<file path="config.mk">
export PLATFORM = sky130hd
export DESIGN_NAME = voice_allocator_flat
export DESIGN_NICKNAME = d
export VERILOG_FILES = /design/src/rtl/voice_allocator_if.sv /design/src/rtl/voice_allocator.sv /design/src/flat_wrapper.sv
export SDC_FILE = /design/constraint.sdc
export NUM_CORES = 1
export LEC_CHECK = 0
export ABC_AREA = 1
export ABC_CLOCK_PERIOD_IN_PS = 3590
export CAP_MARGIN = 0
export CORE_MARGIN = 5
export CORE_UTILIZATION = 52
export CTS_CLUSTER_SIZE = 30
export DETAILED_ROUTE_END_ITERATION = 12
export GPL_ROUTABILITY_DRIVEN = 0
export PLACE_DENSITY_LB_ADDON = 0.3
export SYNTH_ARGS = -nofsm -noshare
export SYNTH_HDL_FRONTEND = slang
export SYNTH_SLANG_ARGS = --single-unit
</file>
<file path="constraint.sdc">
create_clock -name clk -period 3.59 [get_ports clk]
set_input_delay 0.718 -clock clk [delete_from_list [all_inputs] [get_ports clk]]
set_output_delay 0.718 -clock clk [all_outputs]
set_load 0.02 [all_outputs]
</file>
<file path="src/rtl/voice_allocator_if.sv">
// Event and voice-bank bus between the MIDI decoder, the voice allocator
// and the synth voices.
interface voice_allocator_if #(
  parameter int NUM_VOICES = 8
);
  logic                      note_event_ready;
  logic                      note_on;
  logic [6:0]                note;
  logic [6:0]                velocity;
  logic                      busy;
  logic                      dropped;
  logic [NUM_VOICES-1:0]     voice_active;
  logic [7*NUM_VOICES-1:0]   voice_note;
  logic [7*NUM_VOICES-1:0]   voice_velocity;
  logic [NUM_VOICES-1:0]     voice_trigger;
  logic [NUM_VOICES-1:0]     voice_release;

  modport master (
    output note_event_ready, note_on, note, velocity,
    input  busy, dropped, voice_active, voice_note, voice_velocity,
           voice_trigger, voice_release
  );

  modport slave (
    input  note_event_ready, note_on, note, velocity,
    output busy, dropped, voice_active, voice_note, voice_velocity,
           voice_trigger, voice_release
  );
endinterface

</file>
<file path="src/rtl/voice_allocator.sv">
// Polyphony scheduler: maps note-on/off events onto NUM_VOICES slots with
// retrigger reuse, first-free allocation and round-robin stealing.
module voice_allocator #(
  parameter int NUM_VOICES = 8
) (
  input  logic              clk,
  input  logic              reset,
  voice_allocator_if.slave  bus
);
  localparam int IDX_W = (NUM_VOICES > 1) ? $clog2(NUM_VOICES) : 1;
  localparam logic [IDX_W-1:0] LAST_IDX = IDX_W'(NUM_VOICES - 1);

  localparam logic [1:0] ST_IDLE   = 2'd0;
  localparam logic [1:0] ST_SCAN   = 2'd1;
  localparam logic [1:0] ST_COMMIT = 2'd2;

  logic [1:0]            r_state;
  logic                  r_on;
  logic [6:0]            r_note;
  logic [6:0]            r_vel;
  logic [IDX_W-1:0]      r_scan_idx;
  logic                  r_match_found;
  logic [IDX_W-1:0]      r_match_idx;
  logic                  r_free_found;
  logic [IDX_W-1:0]      r_free_idx;
  logic [IDX_W-1:0]      r_steal_ptr;
  logic                  r_dropped;
  logic [NUM_VOICES-1:0] r_active;
  logic [NUM_VOICES-1:0] r_trig;
  logic [NUM_VOICES-1:0] r_rel;
  logic [6:0]            r_notes [NUM_VOICES];
  logic [6:0]            r_vels  [NUM_VOICES];

  logic                  w_scan_match;
  logic                  w_scan_free;
  logic [7*NUM_VOICES-1:0] w_note_flat;
  logic [7*NUM_VOICES-1:0] w_vel_flat;

  assign w_scan_match = r_active[r_scan_idx] && (r_notes[r_scan_idx] == r_note);
  assign w_scan_free  = !r_active[r_scan_idx];

  always_ff @(posedge clk) begin
    if (reset) begin
      r_state       <= ST_IDLE;
      r_on          <= 1'b0;
      r_note        <= '0;
      r_vel         <= '0;
      r_scan_idx    <= '0;
      r_match_found <= 1'b0;
      r_match_idx   <= '0;
      r_free_found  <= 1'b0;
      r_free_idx    <= '0;
      r_steal_ptr   <= '0;
      r_dropped     <= 1'b0;
      r_active      <= '0;
      r_trig        <= '0;
      r_rel         <= '0;
      // NOTE: the per-voice note/velocity registers are cleared too; they are
      // flops, not RAM, and downstream voices read them directly after reset.
      for (int i = 0; i < NUM_VOICES; i++) begin
        r_notes[i] <= '0;
        r_vels[i]  <= '0;
      end
    end else begin
      // NOTE: non-blocking throughout so every branch sees start-of-cycle state.
      r_trig <= '0;
      r_rel  <= '0;
      if (bus.note_event_ready && (r_state != ST_IDLE))
        r_dropped <= 1'b1;

      case (r_state)
        ST_IDLE: begin
          if (bus.note_event_ready) begin
            // Zero velocity note-on is a note-off in MIDI running-status usage.
            r_on          <= bus.note_on && (bus.velocity != 7'd0);
            r_note        <= bus.note;
            r_vel         <= bus.velocity;
            r_scan_idx    <= '0;
            r_match_found <= 1'b0;
            r_free_found  <= 1'b0;
            r_state       <= ST_SCAN;
          end
        end

        ST_SCAN: begin
          if (!r_match_found && w_scan_match) begin
            r_match_found <= 1'b1;
            r_match_idx   <= r_scan_idx;
          end
          if (!r_free_found && w_scan_free) begin
            r_free_found <= 1'b1;
            r_free_idx   <= r_scan_idx;
          end
          if (r_scan_idx == LAST_IDX) r_state <= ST_COMMIT;
          else                        r_scan_idx <= r_scan_idx + 1'b1;
        end

        ST_COMMIT: begin
          if (r_on) begin
            if (r_match_found) begin
              r_vels[r_match_idx] <= r_vel;
              r_trig[r_match_idx] <= 1'b1;
            end else if (r_free_found) begin
              r_notes[r_free_idx]  <= r_note;
              r_vels[r_free_idx]   <= r_vel;
              r_active[r_free_idx] <= 1'b1;
              r_trig[r_free_idx]   <= 1'b1;
            end else begin
              // Stolen voice retriggers without a release pulse.
              r_notes[r_steal_ptr] <= r_note;
              r_vels[r_steal_ptr]  <= r_vel;
              r_trig[r_steal_ptr]  <= 1'b1;
              r_steal_ptr <= (r_steal_ptr == LAST_IDX) ? '0 : r_steal_ptr + 1'b1;
            end
          end else if (r_match_found) begin
            r_active[r_match_idx] <= 1'b0;
            r_rel[r_match_idx]    <= 1'b1;
          end
          r_state <= ST_IDLE;
        end

        default: r_state <= ST_IDLE;
      endcase
    end
  end

  always_comb begin
    w_note_flat = '0;
    w_vel_flat  = '0;
    for (int i = 0; i < NUM_VOICES; i++) begin
      w_note_flat[7*i +: 7] = r_notes[i];
      w_vel_flat[7*i +: 7]  = r_vels[i];
    end
  end

  assign bus.busy           = (r_state != ST_IDLE);
  assign bus.dropped        = r_dropped;
  assign bus.voice_active   = r_active;
  assign bus.voice_note     = w_note_flat;
  assign bus.voice_velocity = w_vel_flat;
  assign bus.voice_trigger  = r_trig;
  assign bus.voice_release  = r_rel;
endmodule

</file>
<file path="src/flat_wrapper.sv">
// flat-port wrapper written by rule: the top's interface ports become plain ports
module voice_allocator_flat 
#(
  parameter int NUM_VOICES = 8
)
  (clk, reset, bus_note_event_ready, bus_note_on, bus_note, bus_velocity, bus_busy, bus_dropped, bus_voice_active, bus_voice_note, bus_voice_velocity, bus_voice_trigger, bus_voice_release);
  voice_allocator_if #(.NUM_VOICES(NUM_VOICES)) bus_i ();
  input  logic clk;
  input  logic reset;
  input wire logic [$bits(bus_i.note_event_ready)-1:0] bus_note_event_ready;
  input wire logic [$bits(bus_i.note_on)-1:0] bus_note_on;
  input wire logic [$bits(bus_i.note)-1:0] bus_note;
  input wire logic [$bits(bus_i.velocity)-1:0] bus_velocity;
  output wire logic [$bits(bus_i.busy)-1:0] bus_busy;
  output wire logic [$bits(bus_i.dropped)-1:0] bus_dropped;
  output wire logic [$bits(bus_i.voice_active)-1:0] bus_voice_active;
  output wire logic [$bits(bus_i.voice_note)-1:0] bus_voice_note;
  output wire logic [$bits(bus_i.voice_velocity)-1:0] bus_voice_velocity;
  output wire logic [$bits(bus_i.voice_trigger)-1:0] bus_voice_trigger;
  output wire logic [$bits(bus_i.voice_release)-1:0] bus_voice_release;
  assign bus_i.note_event_ready = bus_note_event_ready;
  assign bus_i.note_on = bus_note_on;
  assign bus_i.note = bus_note;
  assign bus_i.velocity = bus_velocity;
  assign bus_busy = bus_i.busy;
  assign bus_dropped = bus_i.dropped;
  assign bus_voice_active = bus_i.voice_active;
  assign bus_voice_note = bus_i.voice_note;
  assign bus_voice_velocity = bus_i.voice_velocity;
  assign bus_voice_trigger = bus_i.voice_trigger;
  assign bus_voice_release = bus_i.voice_release;
  voice_allocator #(.NUM_VOICES(NUM_VOICES)) u_core (.clk(clk), .reset(reset), .bus(bus_i));
endmodule
</file>
==> results of run 1 <==
cell usage in the layout, fill, tap and decap left out, types with 2 or more instances in the layout:
master / instances
nand2_4: 6
clkinv_4: 2
clkinv_1: 13
nor2_8: 3
edfxtp_1: 112
nor3_1: 18
a22oi_1: 2
o21ai_1: 2
o21ai_4: 2
nand3_4: 2
inv_1: 85
ha_1: 5
nor3_2: 21
nand3_1: 54
dfxtp_1: 59
o221ai_1: 2
a211oi_1: 6
nand2_1: 170
o21ai_2: 4
nor2_1: 142
o21ai_0: 21
inv_4: 6
nand2_2: 4
nor2_2: 6
clkbuf_1: 2
nor2_4: 4
inv_6: 3
clkbuf_16: 18
a21oi_1: 44
clkdlybuf4s50_1: 155
o22ai_1: 2
inv_2: 12
nor4_1: 3
buf_4: 15
area by class of cell:
type / count / area (um2)
clock buffer: 21 / 472
clock inverter: 11 / 105
fill: 1115 / 4450
inverter: 111 / 419
multi-input combinational: 528 / 2650
sequential: 171 / 4540
tap: 184 / 230
timing repair buffer: 170 / 1660
worst reg2reg max path: stages (launching register included):
cell and delay, ns:
dfxtp_1 0.30, buf_4 0.30, clkinv_1 0.74, nand2_1 0.24, nand3_1 0.10, nand3_1 0.22
nand2_1 0.12, nand2_1 0.09, nand2_1 0.05, nor2_1 0.09, nand2_1 0.06, nor2_1 0.23
nor2_1 0.08, nor2_1 0.10
kinds of logic after synthesis:
| group | Yosys count | synth area share |
|---|---|---|
| AO/OA/AOI/OAI | 87 | 0.0676 |
| adder cells (fa/ha/maj) | 5 | 0.00810 |
| buffers and inverters | 133 | 0.0682 |
| flip-flops | 171 | 0.588 |
| AND/OR/NAND/NOR | 436 | 0.268 |
per-layer routing:
layer | routed length (um) | track usage
met3 | 2030 | 0.0729
met4 | 537 | 0.0823
met5 | 0 | 0
met2 | 9750 | 0.375
met1 | 8160 | 0.304
power by group through the flow:
| stage | clock (mW) | sequential [mW] | combinational, mW |
|---|---|---|---|
| 2_1_floorplan | 0 | 2.29 | 0.246 |
| 3_3_place_gp | 0 | 2.25 | 0.495 |
| 3_5_place_dp | 0 | 2.25 | 0.503 |
| 4_1_cts | 1.80 | 2.20 | 0.506 |
| 5_1_grt | 1.89 | 2.21 | 0.554 |
| 6_report | 1.80 | 2.20 | 0.511 |
worst paths after layout:
| kind | start | endpoint | slack [ns] | cells past startpoint |
|---|---|---|---|---|
| worst max-delay path | reset | u_core.r_vels[7][5] | 0.78 | 8 |
| worst min-delay path | u_core.bus.dropped | u_core.bus.dropped | 0.48 | 2 |
| worst max register to register | flop | u_core.r_match_idx[2] | 0.79 | 13 |
| worst min register to register | u_core.bus.dropped | u_core.bus.dropped | 0.48 | 2 |
sequential cells by signal (all words and copies together), names as in the netlist, 7 cells and up, named ones only:
register,count
u_core.r_notes,56
u_core.r_vels,56
u_core.bus.voice_active,8
u_core.bus.voice_release,8
u_core.bus.voice_trigger,8
u_core.r_note,7
u_core.r_vel,7
stage by stage:
step | instances | total power, mW | setup slack, ns | instance area, um2 | util
floorplan | 832 | 2.54 | 0.864 | 7720 | -
global placement | 1164 | 2.74 | 0.451 | 9510 | 0.654
detailed placement | 1164 | 2.75 | 0.373 | 9510 | 0.654
CTS | 1196 | 4.51 | 0.820 | 10100 | 0.694
global route | 1196 | 4.65 | 0.540 | 10100 | 0.694
finish | 1196 | 4.51 | 0.784 | 10100 | 0.694
==> results.toml, run 1 <==
[outcome]
status = "finished clean"

[logic_synthesis]
synthArstFlopShare = 0
yosysMostFrequentCell = "nand2_1"
ys_seq_elements = 171
synth_edf_count = 112
synth_common_cells = "nand2_1, nor2_1, edfxtp_1"
syn_area_um2 = 7720
yosys_warnings = 0
syn_avg_cell_area_um2 = 9.28
synth_top_area_share = 0.436
synth_area_leaders = "edfxtp_1, dfxtp_1, nand2_1"
synth-seq-area-share = 0.588
synth_area_leader_cell = "edfxtp_1"
synth_fp_nets = 855
synth_cell_type_count = 36
synth_cells = 832
ys.flop_type = "edfxtp_1"

[worst_setup_path]
cp_common_cell = "inv_2"
max_stage_delay_ns = 0.63
end_kind = "flop"
critPathSlowestCell = "clkdlybuf4s50_1"
cp_max_fo = 8
crit_family = "buffers and inverters"
crit_buf_inv = 3
crit_type = "input port to flop"
crit_path_start_kind = "input port"
crit_chain = "clkdlybuf4s50_1 -> nor2_8 -> inv_2 -> nor2_4 -> inv_2 -> a21oi_4 -> nand2_4 -> o21ai_1"
arrival_ns = 2.87
worstPathRequired_ns = 3.66

[pwr]
vdd_drop_max_v = 0.000299
pwr-share-comb = 0.113
swShare = 0.257
switchingPower_mw = 1.16
powerDensity_nw_per_um2 = 448
power.share.sequential = 0.488
clkPwrFrac = 0.398
p_int_mw = 3.35
p_leak_nw = 4.00

[finish]
area_delta_synth_final_pct = 30.6
diodes = 0
drive_above_1_share = 0.113
nets = 1022

[clock_tree]
postCtsSetupBuffers = 0
cts_sinks = 171
cts_buffers = 17
ctsResizeCount = 0
clk_pin_slew_ns = 0.06
ctsHoldBuffers = 0
cts_root_buffer = "clkbuf_16"
clock_latency_ns = 0.43
clock_path_buffers = 2
cts_tree = "built"
htree_levels = 4

[sta]
period_needed_ns = 2.81
rsz0062_at_grt = "false"
max-slew-margin-rel = 0.464
max_freq_ghz = 0.356
fin_crit_sh = 0.782
hold_viol_final = 0
setup_viol = 0
slew_viol_final = 0
max_slew.worst_pin.slew_ns = 0.799
fin_skew_ns = 0.0132
hold_ws_ns = 0.482
tns_ns = 0

[route]
postRouteAntennaNets = 0
wl_per_cell_um = 17.1
drcViolationCount = 0
drtPass1Iterations = 5
dr_total_vias = 6432
first_iter_violations = 681
vias_per_cell = 5.38
wl_um = 20500

[flow_run]
max-cap-violations = 0

[die]
die_height_um = 132
start_util = 0.531
die_area_um2 = 17400
num_io_pins = 156
die_x_um = 132
core_area_um2 = 14500
rows = 44

[place]
io_buffers = 155
dpl.hpwl_um = 14800

[global_routing]
overflow = 0
grt_pass1_wl_um = 32400
grt_pass1_vias = 6167
antenna_found_initial = 0
grt_max_degree = 42
grt_usage = 0.235

[min_path]
hold_class = "flop to flop"
No activity file was read; power rests on OpenSTA's default activity.
==> inputs of run 2 (changes only) <==
--- a/config.mk
+++ b/config.mk
@@ -6,10 +6,10 @@
 export NUM_CORES = 1
 export LEC_CHECK = 0
 export ABC_AREA = 1
-export ABC_CLOCK_PERIOD_IN_PS = 3590
+export ABC_CLOCK_PERIOD_IN_PS = 2350
 export CAP_MARGIN = 0
 export CORE_MARGIN = 5
-export CORE_UTILIZATION = 52
+export CORE_UTILIZATION = 47
 export CTS_CLUSTER_SIZE = 30
 export DETAILED_ROUTE_END_ITERATION = 12
 export GPL_ROUTABILITY_DRIVEN = 0
==> constraint.sdc (replaced) <==
create_clock -name clk -period 2.35 [get_ports clk]
set_input_delay 0.47 -clock clk [delete_from_list [all_inputs] [get_ports clk]]
set_output_delay 0.47 -clock clk [all_outputs]
set_load 0.02 [all_outputs]
==> run 2 against run 1 <==
Routed wire length increased by 0.67%. First-iteration DRC count decreased by 31%. Sequential power increased by 53%. Critical endpoint is now u_core.r_vels[2][5]. Count of clock-buffer cells in the layout decreased by 2. Register-to-register slack got worse by 0.58 ns. Largest cell class unchanged. Highest routed layer unchanged. Setup slack got worse by 0.58 ns. Die area increased by 9.8%.
==> results.toml, run 2 (synthesis gave the netlist of run 1 again) <==
[sta]
fin_skew_ns = 0.00697
rsz0062_at_grt = "false"
setup_viol = 0
tns_ns = 0
period_needed_ns = 2.14
max_freq_ghz = 0.466
max-slew-margin-rel = 0.693
fin_crit_sh = 0.913
setup_ws_ns = 0.205
slew_viol_final = 0
hold_ws_ns = 0.483
max_slew.worst_pin.slew_ns = 0.460
hold_viol_final = 0

[finish]
area_delta_synth_final_pct = 35.3
final_cells = 1263
drive_above_1_share = 0.144
largest_registers = "u_core.r_notes: 56 flops, u_core.r_vels: 56 flops"
n_fill_cell = 1343
register_area_um2 = 4540
design_area_um2 = 10400
diodes = 0
multi_input_area_um2 = 2660
nets = 1057
fin_util = 0.653
final_cell_mix = "nand2_1, clkdlybuf4s50_1, nor2_1"
final_common_cell = "nand2_1"

[pwr]
switchingPower_mw = 1.71
power.share.sequential = 0.485
pwr-share-comb = 0.116
powerDensity_nw_per_um2 = 665
vdd_drop_max_v = 0.000484
swShare = 0.246
clkPwrFrac = 0.400
p_int_mw = 5.24
p_leak_nw = 4.16
power_mw = 6.95

[clock_tree]
postCtsSetupBuffers = 0
cts_root_buffer = "clkbuf_16"
ctsResizeCount = 0
ctsHoldBuffers = 0
htree_levels = 4
cts_buffers = 17
clock_path_buffers = 2
cts_tree = "built"
clock_latency_ns = 0.43
cts_sinks = 171
clk_pin_slew_ns = 0.06

[outcome]
status = "finished clean"

[global_routing]
grt_max_degree = 42
grt_pass1_vias = 6392
grt_pass1_wl_um = 33100
grt_usage = 0.217
overflow = 0
antenna_found_initial = 0

[route]
first_iter_violations = 468
drcViolationCount = 0
postRouteAntennaNets = 0
wl_um = 20600
wl_per_cell_um = 16.3
dr_total_vias = 6450
vias_per_cell = 5.11
drtPass1Iterations = 5

[place]
place_ws_ns = -0.160
placed_cell_area_um2 = 9860
placedCellCount = 1231
dpl.hpwl_um = 15300
io_buffers = 155

[worst_setup_path]
worstPathRequired_ns = 2.45
crit_path_start_kind = "flop"
r2r_cells = 14
end_kind = "flop"
timing.rr.end = "u_core.r_vels[2][5]"
ff2ff_setup_slack_ns = 0.21
arrival_ns = 2.25
cp_max_fo = 7
timing.rr.start = "u_core.r_state[0]"
crit_type = "flop to flop"

[min_path]
hold_depth = 2
hold_end = "u_core.bus.dropped"
hold_class = "flop to flop"
hp-start = "u_core.bus.dropped"

[die]
die_x_um = 138
start_util = 0.483
num_io_pins = 156
die_height_um = 138
rows = 46
die_area_um2 = 19100
core_area_um2 = 16000

[flow_run]
max-cap-violations = 0
-- run 2: changes by cell type in the layout (fill, tap and decap cells not counted), sizes merged --
cell	delta
buf	+35
clkinv	+4
clkinvlp	+4
bufinv	+2
inv	-8
clkbuf	-2
-- run 2: how the worst max path moves through the flow --
| stage | startpoint | end | slack [ns] | cells past startpoint |
|---|---|---|---|---|
| floorplan | reset | u_core.r_vels[1][0] | 0.07 | 8 |
| global placement | reset | u_core.r_vels[4][5] | -0.12 | 10 |
| detailed placement | reset | u_core.r_vels[0][1] | -0.16 | 11 |
| CTS | u_core.r_state[0] | u_core.r_vels[3][1] | 0.16 | 14 |
| global route | u_core.r_state[0] | u_core.r_notes[7][4] | 0.01 | 13 |
| finish | u_core.r_state[0] | u_core.r_vels[2][5] | 0.21 | 14 |
-- run 2: critical path, cell delays in order (launching register included) --
cell and delay, ns:
dfxtp_1 0.31, inv_1 0.06, nand2_1 0.12, nor2_2 0.12, inv_2 0.08, nor2_4 0.12, inv_4 0.07, nor2_8 0.15
nand2_2 0.09, o21ai_2 0.11, a21oi_4 0.05, buf_12 0.16, nor2_4 0.10, nand2_2 0.06, nand2_1 0.23
-- run 2: power groups by stage --
stage               clock, mW  sequential [mW]  combinational [mW]
global placement            0             3.43               0.785
detailed placement          0             3.43               0.797
finish                   2.78             3.37               0.804
floorplan                   0             3.50               0.376
global route             2.92             3.38               0.877
CTS                      2.81             3.37               0.803
-- run 2: area by class of cell --
class                      instances  area share
multi-input combinational        528       0.255
tap                              216      0.0259
clock buffer                      19      0.0414
timing repair buffer             205       0.188
sequential                       171       0.435
inverter                         111      0.0401
clock inverter                    13      0.0145
-- run 2: layer usage --
metal	up-vias	routed length, um	GRT usage
li1	3130	-	-
met1	3005	8650	0.282
met2	271	9960	0.358
met5	-	0	0
met3	44	1540	0.0483
met4	0	468	0.0816
